==> config.mk <==
export PLATFORM = sky130hd
export DESIGN_NAME = alu_issue_stage
export DESIGN_NICKNAME = d
export VERILOG_FILES = /design/src/rtl/alu_issue_stage.sv
export SDC_FILE = /design/constraint.sdc
export NUM_CORES = 1
export LEC_CHECK = 0
export ABC_CLOCK_PERIOD_IN_PS = 1500
export BUFFER_PORTS_ARGS = -buffer_cell sky130_fd_sc_hd__buf_2
export CAP_MARGIN = 20
export CORE_AREA = 4 4 217 219
export CTS_CLUSTER_SIZE = 40
export DETAILED_ROUTE_END_ITERATION = 16
export DIE_AREA = 0 0 221 223
export GPL_TIMING_DRIVEN = 0
export SETUP_SLACK_MARGIN = 0.2
export SYNTH_ARGS = -nofsm -noshare
export SYNTH_HDL_FRONTEND = slang
export SYNTH_SLANG_ARGS = --single-unit
export TNS_END_PERCENT = 100
==> constraint.sdc <==
create_clock -name clk -period 1.5 [get_ports clk]
set_input_delay 0.15 -clock clk [delete_from_list [all_inputs] [get_ports clk]]
set_output_delay 0.15 -clock clk [all_outputs]
set_load 0.01 [all_outputs]
==> src/rtl/alu_issue_stage.sv <==
// ID/EX issue register feeding the ALU: operand forwarding, Y select, ALUControl decode.
// Define ALU_ISSUE_FORWARDING_EN to enable the EX/MEM and MEM/WB bypass network.
module alu_issue_stage #(
    parameter int XLEN       = 64,
    parameter int REG_ADDR_W = 5
) (
    input  logic                  clk,
    input  logic                  rst,
    input  logic                  InValid,
    output logic                  InReady,
    input  logic [XLEN-1:0]       RD1,
    input  logic [XLEN-1:0]       RD2,
    input  logic [XLEN-1:0]       Imm,
    input  logic [REG_ADDR_W-1:0] Rs1,
    input  logic [REG_ADDR_W-1:0] Rs2,
    input  logic [REG_ADDR_W-1:0] Rd,
    input  logic                  ALUSrc,
    input  logic [1:0]            ALUOp,
    input  logic [2:0]            Funct3,
    input  logic                  Funct7b5,
    input  logic                  RegWrite,
    input  logic                  Flush,
    input  logic                  ExMemRegWrite,
    input  logic [REG_ADDR_W-1:0] ExMemRd,
    input  logic [XLEN-1:0]       ExMemResult,
    input  logic                  MemWbRegWrite,
    input  logic [REG_ADDR_W-1:0] MemWbRd,
    input  logic [XLEN-1:0]       MemWbResult,
    output logic                  OutValid,
    input  logic                  OutReady,
    output logic [XLEN-1:0]       X,
    output logic [XLEN-1:0]       Y,
    output logic [3:0]            ALUControl,
    output logic [XLEN-1:0]       StoreData,
    output logic [REG_ADDR_W-1:0] OutRd,
    output logic                  OutRegWrite,
    output logic                  IllegalOp
);

    logic                  r_valid;
    logic [XLEN-1:0]       r_x;
    logic [XLEN-1:0]       r_y;
    logic [3:0]            r_ctrl;
    logic [XLEN-1:0]       r_store;
    logic [REG_ADDR_W-1:0] r_rd;
    logic                  r_regwrite;
    logic                  r_illegal;

    logic                  w_in_ready;
    logic [XLEN-1:0]       w_fwd1;
    logic [XLEN-1:0]       w_fwd2;
    logic [3:0]            w_ctrl;
    logic                  w_illegal;

    assign w_in_ready = !r_valid || OutReady;

`ifdef ALU_ISSUE_FORWARDING_EN
    // EX/MEM is younger than MEM/WB, so it wins when both target the same register.
    always_comb begin
        w_fwd1 = RD1;
        if (ExMemRegWrite && (ExMemRd == Rs1) && (Rs1 != '0))
            w_fwd1 = ExMemResult;
        else if (MemWbRegWrite && (MemWbRd == Rs1) && (Rs1 != '0))
            w_fwd1 = MemWbResult;
    end

    always_comb begin
        w_fwd2 = RD2;
        if (ExMemRegWrite && (ExMemRd == Rs2) && (Rs2 != '0))
            w_fwd2 = ExMemResult;
        else if (MemWbRegWrite && (MemWbRd == Rs2) && (Rs2 != '0))
            w_fwd2 = MemWbResult;
    end
`else
    logic w_unused;

    assign w_fwd1   = RD1;
    assign w_fwd2   = RD2;
    assign w_unused = ^{Rs1, Rs2, ExMemRegWrite, ExMemRd, ExMemResult,
                        MemWbRegWrite, MemWbRd, MemWbResult};
`endif

    always_comb begin
        w_ctrl    = 4'b0010;
        w_illegal = 1'b0;
        case (ALUOp)
            2'b00: w_ctrl = 4'b0010;
            2'b01: w_ctrl = 4'b0110;
            2'b10: begin
                case (Funct3)
                    3'b000:  w_ctrl = (Funct7b5 && !ALUSrc) ? 4'b0110 : 4'b0010;
                    3'b111:  w_ctrl = 4'b0000;
                    3'b110:  w_ctrl = 4'b0001;
                    default: w_illegal = 1'b1;
                endcase
            end
            default: w_illegal = 1'b1;
        endcase
    end

    // Flush outranks capture; a drain clears only the control bits, data regs hold.
    always_ff @(posedge clk) begin
        if (rst) begin
            r_valid    <= 1'b0;
            r_x        <= '0;
            r_y        <= '0;
            r_ctrl     <= 4'b0000;
            r_store    <= '0;
            r_rd       <= '0;
            r_regwrite <= 1'b0;
            r_illegal  <= 1'b0;
        end else if (Flush) begin
            r_valid    <= 1'b0;
            r_regwrite <= 1'b0;
        end else if (InValid && w_in_ready) begin
            r_valid    <= 1'b1;
            r_x        <= w_fwd1;
            r_y        <= ALUSrc ? Imm : w_fwd2;
            r_ctrl     <= w_ctrl;
            r_store    <= w_fwd2;
            r_rd       <= Rd;
            r_regwrite <= RegWrite;
            r_illegal  <= w_illegal;
        end else if (OutReady) begin
            r_valid    <= 1'b0;
            r_regwrite <= 1'b0;
        end
    end

    assign InReady     = w_in_ready;
    assign OutValid    = r_valid;
    assign X           = r_x;
    assign Y           = r_y;
    assign ALUControl  = r_ctrl;
    assign StoreData   = r_store;
    assign OutRd       = r_rd;
    assign OutRegWrite = r_regwrite;
    assign IllegalOp   = r_illegal;

endmodule

## Word level (Yosys, flattened, before mapping)

Cells that the tools add are included.

| word-level totals | value |
|---|---|
| output and inout port bits | 205 |
| ROM bits | 0 |
| flip-flop bits (word level) | 204 |
| RAM bits | 0 |
| latch bits | 0 |
| memories kept | 0 |
| input port bits | 360 |

| cells by class | value |
|---|---|
| shift-type cells | 0 |
| eq/ne operators | 4 |
| divide/modulo/power cells | 0 |
| mux-type cells | 9 |
| add/subtract/negate cells | 0 |
| $mul | 0 |
| bitwise operators | 1 |
| $lt $le $gt $ge | 0 |
| reduce and logical (&&, ||, !) cells | 12 |

Operators by type and width:

| cell | number |
|---|---|
| $mux W64 | 1 |
| $pmux W3 S3 | 1 |
| $eq A3 B3 Y1 const B | 2 |
| $pmux W3 S2 | 1 |
| $mux W1 | 4 |
| $reduce_or A2 Y1 | 2 |
| $logic_not A3 Y1 | 1 |
| $mux W3 | 1 |
| $reduce_or A3 Y1 | 1 |
| $eq A2 B1 Y1 const B | 1 |
| $eq A2 B2 Y1 const B | 1 |
| $logic_and A1 B1 Y1 | 2 |
| $logic_not A1 Y1 | 2 |
| $logic_not A2 Y1 | 1 |
| $pmux W1 S2 | 1 |
| $reduce_and A2 Y1 | 1 |
| $reduce_bool A2 Y1 | 1 |
| $logic_or A1 B1 Y1 | 1 |
| $not A1 Y1 | 1 |

## Longest topological paths before layout

Gate-level depths: netlist of run 1.

| logic depth | value |
|---|---|
| word-level depth | 5 |
| depth in mapped cells | 8 |

## Worst setup path before layout of run 1

No wires, ideal clock.

| path | value |
|---|---|
| path kind | register to register |
| start | register r_valid (netlist: OutValid) |
| end | register r_y[17] (netlist: Y[17]) |
| period minus slack after synthesis | 1.406 ns |
| buffers on the path | 4 |
| arrival | 1.260 ns |
| setup slack | 0.094 ns |
| setup time | 0.146 ns |
| stages on the path, launching flop included | 9 |
| required time | 1.354 ns |
| cell sequence | dfxtp_1 > nor2b_2 > buf_6 > buf_6 > inv_8 > buf_12 > buf_12 > a21oi_2 > a211oi_2 |

| between the ends | value |
|---|---|
| word-level cells in the longest chain between the ends | 4 |

RTL lines:

| element | RTL line | RTL |
|---|---|---|
| start, declared | 40 | `logic r_valid;` |
| start signal, assigned | 104 | `r_valid <= 1'b0;` |
| start signal, assigned | 113 | `r_valid <= 1'b0;` |
| start signal, assigned | 116 | `r_valid <= 1'b1;` |
| $logic_not A1 Y1 | 55 | `assign w_in_ready = !r_valid \|\| OutReady;` |
| $logic_or A1 B1 Y1 | 55 |  |
| $logic_and A1 B1 Y1 | 115 | `end else if (InValid && w_in_ready) begin` |
| $reduce_and A2 Y1 (no line) | -- |  |
| end signal, assigned | 118 | `r_y <= ALUSrc ? Imm : w_fwd2;` |
| end, declared | 42 | `logic [XLEN-1:0] r_y;` |

Every way passes these cells.
A chain may end at the register's enable or synchronous reset.

## Worst setup path after layout of run 1

| path | value |
|---|---|
| start | register r_valid (netlist: OutValid) |
| end | output port InReady |

| between the ends | value |
|---|---|
| word-level cells in the longest chain between the ends | 2 |

RTL lines:

| element | RTL line | RTL |
|---|---|---|
| $logic_not A1 Y1 | 55 |  |
| $logic_or A1 B1 Y1 | 55 |  |
| end, declared | 10 | `output logic InReady,` |

Every way passes these cells.

==> run metrics, run 1 <==
outcome=complete, but fails checks; failing checks=negative setup slack; clock skew=0.00646 ns; Fillers=4452; CTS Buffer Depth=3; final count of pins violating max slew=0; Setup Viol. Count Final=200; GRT Total Usage=16.3%; WL/cell=between 20 and 25 µm; PD cells=933 nW/µm²; crit path kind=reg2out; Max-Cap Viols=0; Startpoint Class=flop; mapped cell area=around 9000 µm²; P_leak=6.79 nW; routability congestion estimate=0.854; Syn Area/Cell=9.48 µm²; Synth cell types=35; Worst Path Required=1.35 ns; Sink Count=203; logic gate share of total power=20.1%; # port buffers=411; max_slew headroom=41.9%; detailed-route via count=10300; largest net degree at the start of global routing=13; CTS tree=done; post-synth net total=1304; Most used DFF post-synth=dfxtp_1; die height=223 µm; Worst-Margin Slew=a little under 0.9 ns; Synth async-reset ratio=0%; RSZ-0062 raised after global routing=yes; Ys Warns=0; fin util=35.9%; H-Tree Level Count=1; Detailed Place HPWL=between 30000 and 40000 µm; NetSw=between 4 and 5 mW; R2R Setup Slk=-0.26 ns; vias in the first global route=10300; Hold Crit Class=in2reg; Die Width=221 µm; switch share=27.9%; Reg clk slew, reported paths=0.06 ns; CP Cell Sequence=nor2b_4, buf_12, buf_12, inv_8, buf_16, buf_8, buf_6; post-route ant nets=0; Top cell by count, worst path=buf_12; Die Area=between 40000 and 50000 µm²; Synth Instances=~940; synthesis-stage register bit count=203; Residual DRC=0; Power Total=15.1 mW; fin worst setup slack=-0.265 ns; initial antenna violation count=2; I/O Pins=565; highest clock rate=about 0.57 GHz; DR pass1 iterations=5; Avg Vias per Cell=4.67; area grow syn2layout=81.4%; CP Capture Type=output port; total CTS buffers=24; register area=4070 µm²; 1st-iter DRT viols=about 570; Int Pwr=10.9 mW; minimum clock period=about 1.8 ns; total core area=45100 µm²; sequential share of power=39.2%; placed cells=a little under 2000; first-pass GRT wire length=63100 µm; nets=between 1500 and 2000; num rows=between 70 and 80; root buf cell=clkbuf_16; TNS Setup=-27.05 ns; Multi-input gate area=4980 µm²; Worst EP arrival=1.61 ns; Total Wirelength=46000 µm; Max FO, Critical Path=3; clk_lat worst skew=between 0.5 and 0.6 ns; Clk pwr share=40.7%; GRT Residual Overflow=0; final cell count without fillers=2204; share of cells above drive strength 1=49.9%; fin crit share=118%; sequential fraction of the synthesis area=45.6%; Post-synth EDFFs=0; crit path max-delay cell type=dfxtp_2; Starting Density=19.8%; delay of the slowest critical-path stage=between 0.3 and 0.4 ns; Hold Vio Cnt, Final=0; maximum VDD drop=0.785 mV
layout make-up:
cell class                 count  area share, %
buffer                       112           6.27
tap                          600           4.64
clock buffer                  36           4.56
clock inverter                 8          0.580
multi-input combinational    622           30.8
antenna                        1         0.0155
inverter                       4          0.139
sequential                   203           25.1
timing repair buffer         618           27.9
layout by cell type, fill, tap and decap left out, types with 3 or more instances in the layout:
cell type / instances
clkbuf_16: 42
buf_12: 23
o21ai_1: 4
clkbuf_8: 8
mux2i_1: 65
clkinv_2: 5
dfxtp_1: 202
ha_1: 3
o21ai_0: 86
buf_2: 442
o21ai_4: 10
inv_1: 3
clkbuf_1: 30
nand3_2: 22
nand3_1: 108
buf_16: 6
o21ai_2: 33
nand3_4: 5
buf_6: 7
buf_4: 16
clkbuf_2: 8
a211oi_2: 64
a21oi_4: 32
buf_8: 15
dlygate4sd3_1: 167
a21oi_2: 50
a21oi_1: 118
final timing paths:
check,cells after the start,endpoint,start
setup / recovery,7,InReady,OutValid$_SDFFE_PP0P_
hold / removal,3,Y[36]$_SDFFE_PP0P_,Imm[36]
setup reg to reg,10,Y[57]$_SDFFE_PP0P_,OutValid$_SDFFE_PP0P_
hold reg to reg,2,X[22]$_SDFFE_PP0P_,X[22]$_SDFFE_PP0P_
flip-flops by register name, indices dropped and copies added, names as in the netlist:
signal       flops
OutRegWrite      1
Y               64
StoreData       64
ALUControl       3
OutValid         1
X               64
OutRd            5
IllegalOp        1
layer usage:
metal | up-vias | routed length [µm] | track usage, %
li1 | 4754 | - | -
met1 | 4912 | 18400 | 19.1
met2 | 522 | 22400 | 28.4
met3 | 100 | 3670 | 4.99
met4 | 0 | 1580 | 5.96
met5 | - | 0 | 0
synth_stat cells, types with 2 or more instances:
master    instances  area [µm²]
a211oi_1         11        82.6
a211oi_2         55         688
a21oi_1         150         751
a21oi_2          50         438
buf_12            6         120
buf_2            36         180
buf_4            18         135
buf_6             9         101
clkbuf_1         41         154
dfxtp_1         203        4060
ha_1              3        37.5
inv_1             3        11.3
mux2i_1          65         651
nand2b_1          2        12.5
nand3_1         135         676
nor2b_1           2        12.5
nor3b_1           2        15.0
o21ai_0         133         666
stage by stage:
stage | hold slack (ns) | area, µm² | setup WS, ns
2_1_floorplan | 0.222 | 8940 | 0.149
3_3_place_gp | 0.389 | 11700 | -0.713
3_5_place_dp | 0.401 | 11800 | -0.703
4_1_cts | 0.000390 | 14800 | -0.308
5_1_grt | 0.0215 | 16200 | -0.326
6_report | 0.0247 | 16200 | -0.265
cell families (layout without fill, tap and decap cells):
logic type / Yosys count / count (layout) / synth area share, %
AO/OA/AOI/OAI: 404 / 404 / 29.9
buffers and inverters: 116 / 778 / 8.12
flip-flops: 203 / 203 / 45.6
adder cells (fa/ha/maj): 3 / 3 / 0.421
other: 1 / 2 / 0.0421
AND/OR/NAND/NOR: 149 / 149 / 8.67
multiplexers: 65 / 65 / 7.30
what timing repair did:
action | in CTS | in global routing
hold buffers | 167 | 0
pin swaps | 23 | 45
setup endpoints to repair | 204 | 205
setup buffers | 13 | 6
resized for setup | 129 | 199
endpoints found under the hold margin | 164 | 0
cloned | 4 | 16
power groups by stage:
stage | logic (mW) | clock network (mW) | registers [mW]
3_5_place_dp | 2.18 | 0 | 5.97
3_3_place_gp | 2.15 | 0 | 5.96
2_1_floorplan | 1.01 | 0 | 6.09
5_1_grt | 3.23 | 6.46 | 5.93
6_report | 3.03 | 6.15 | 5.91
4_1_cts | 2.67 | 6.27 | 5.86
worst max-delay path: cells and delay by family, from the launching register on:
family                 cells  cell delay [ns]
AND/OR/NAND/NOR            1             0.15
flip-flops                 1             0.33
buffers and inverters      6             0.59
Note: power is estimated with default switching activity, not from simulation.
==> run 2: changes to the inputs <==
- TNS_END_PERCENT: 100 -> 30
==> run metrics, run 2 (synthesis results as in run 1) <==
Reg2Reg Depth=10 (unchanged); Sink Count=203 (unchanged); Residual DRC=0 (unchanged); initial antenna violation count=1 (was 2); detailed-route via count=10200 (was 10300); M2 GR Usage=29.1% (was 28.4%); Max FO, Critical Path=3 (unchanged); most frequent cells in the layout=buf_2 (435), dfxtp_1 (202), dlygate4sd3_1 (176) (was buf_2 (442), dfxtp_1 (202), dlygate4sd3_1 (167)); crit path to=InReady (unchanged); maximum VDD drop=0.879 mV (was 0.785 mV); PD cells=973 nW/µm² (was 933 nW/µm²); Die Area=49300 µm² (unchanged); highest clock rate=0.567 GHz (about the same); post-route ant nets=0 (unchanged); Antenna diodes=0 (was 1); r2r endpoint=IllegalOp$_SDFFE_PP0P_ (was Y[57]$_SDFFE_PP0P_); Detailed Place HPWL=32300 µm (was 30900 µm); Worst Hold Path Cells=3 (unchanged); vias in the first global route=10500 (was 10300); Hold Crit Class=in2reg (unchanged); root buf cell=clkbuf_16 (unchanged); routability congestion estimate=0.852 (was 0.854); outcome=complete, but fails checks (unchanged); CTS Buffer Depth=3 (unchanged); I/O Pins=565 (unchanged); met1 GRT Util=21.0% (was 19.1%); Most Crowded Layer GR=met2 (unchanged); Avg Vias per Cell=4.63 (was 4.67); Worst EP arrival=1.61 ns (about the same); CP Capture Type=output port (unchanged); most common cell after layout, fill and taps aside=buf_2 (unchanged); H-Tree Level Count=1 (unchanged); Starting Density=19.8% (unchanged); GRT Total Usage=17.2% (was 16.3%); M3 GR Usage=5.61% (was 4.99%); clk_lat worst skew=0.54 ns (about the same); crit path kind=reg2out (unchanged); max_slew headroom=49.6% (was 41.9%); CP Launch Point=OutValid$_SDFFE_PP0P_ (unchanged); GRT Residual Overflow=0 (unchanged); 1st-iter DRT viols=569 (unchanged); # port buffers=411 (unchanged); die height=223 µm (unchanged); clock skew=0.00981 ns (was 0.00646 ns); Hold Vio Cnt, Final=0 (unchanged); P_leak=6.63 nW (was 6.79 nW); fin crit share=118% (about the same); R2R Setup Slk=-0.22 ns (was -0.26 ns); failing checks=negative setup slack (unchanged); num rows=78 (unchanged); Startpoint Class=flop (unchanged); largest net degree at the start of global routing=13 (unchanged); DR pass1 iterations=5 (unchanged); RSZ-0062 raised after global routing=yes (unchanged); Top cell by count, worst path=buf_12 (unchanged); Worst-Margin Slew=0.756 ns (was 0.872 ns); delay of the slowest critical-path stage=0.33 ns (about the same); CTS tree=done (unchanged); post-route cell area=15600 µm² (was 16200 µm²); Reg clk slew, reported paths=0.06 ns (about the same); minimum clock period=1.76 ns (about the same); nets=1947 (was 1948); final count of pins violating max slew=0 (unchanged); crit path max-delay cell type=dfxtp_2 (unchanged); Power Total=15.1 mW (about the same); total core area=45100 µm² (unchanged); CP Cell Sequence=nor2b_4, buf_12, buf_12, inv_8, buf_16, buf_8, buf_6 (unchanged); Place WS=-0.407 ns (was -0.703 ns); Worst Path Required=1.35 ns (about the same); area grow syn2layout=74.5% (was 81.4%); share of cells above drive strength 1=45.5% (was 49.9%); WL/cell=20.9 µm (about the same); Max-Cap Viols=0 (unchanged); reg-to-reg critical path startpoint=OutValid$_SDFFE_PP0P_ (unchanged); dpl cell area=11800 µm² (about the same); first-pass GRT wire length=66700 µm (was 63100 µm); Total Wirelength=46000 µm (about the same); fin worst setup slack=-0.265 ns (about the same); Setup Viol. Count Final=190 (was 200); total CTS buffers=26 (was 24); Die Width=221 µm (unchanged)
## run 2: cell count changes in the layout (fill, tap and decap cells not counted), moves of 10 or more
| cell | before | now |
|---|---|---|
| o21ai_0 | 86 | 118 |
| o21ai_2 | 33 | 1 |
| a21oi_1 | 118 | 134 |
| clkbuf_16 | 42 | 31 |
| nand3_2 | 22 | 32 |
| o21ai_1 | 4 | 14 |
| o21ai_4 | 10 | 0 |
## run 2: repair_timing
| action | 4_1_cts | 5_1_grt |
|---|---|---|
| pin swaps | 8 | 9 |
| hold buffers | 176 | 0 |
| hold endpoints to repair | 174 | 0 |
| setup buffers | 11 | 4 |
| cloned | 6 | 4 |
| resized for setup | 88 | 101 |
| setup endpoints to repair | 206 | 213 |
## run 2: report_power, final
group | internal (mW) | switching (mW)
Clock | 3.86 | 2.52
Combinational | 1.37 | 1.50
Sequential | 5.69 | 0.193
Total | 10.9 | 4.21
## run 2: worst max-delay path: cells and delay by family (launching register included)
kind          cells  cell delay (ns)
buf+inv           6             0.59
flops             1             0.33
simple gates      1             0.16
## run 2: layout make-up
cell class / instances / area, µm²
flip-flops and latches: 203 / 4070
fillers: 4559 / 29500
plain buffers: 112 / 940
clock buffers: 37 / 803
inverters: 4 / 22.5
clock inverters: 8 / 72.6
well taps: 600 / 751
repair buffers: 615 / 4330
multi-input cells: 622 / 4570
## run 2: worst min path at each step
stage	slack, ns	start	endpoint
floorplan	0.22	Flush	OutValid$_SDFFE_PP0P_
global placement	0.41	Rd[3]	OutRd[3]$_SDFFE_PP0P_
detailed placement	0.41	RD1[60]	X[60]$_SDFFE_PP0P_
CTS	0.001	Imm[12]	Y[12]$_SDFFE_PP0P_
global route	0.02	Imm[28]	Y[28]$_SDFFE_PP0P_
finish	0.03	Imm[54]	Y[54]$_SDFFE_PP0P_
## run 2: metrics by stage
stage / TNS [ns] / hold WS (ns) / std cells / util, %
3_3_place_gp: -111.01 / 0.406 / 1952 / 26.0
5_1_grt: -34.19 / 0.0157 / 2201 / 34.5
6_report: -21.80 / 0.0310 / 2201 / 34.5
4_1_cts: -14.37 / 0.00130 / 2193 / 33.4
3_5_place_dp: -51.73 / 0.410 / 1955 / 26.2
2_1_floorplan: 0 / 0.222 / 941 / -
## run 2: layer usage
layer / routed length, µm / vias up / part of all wire, %
met3: 3880 / 91 / 8.4
met1: 18800 / 4867 / 41
met4: 1340 / 0 / 2.9
met2: 22000 / 494 / 48
li1: - / 4737 / -
met5: 0 / - / 0
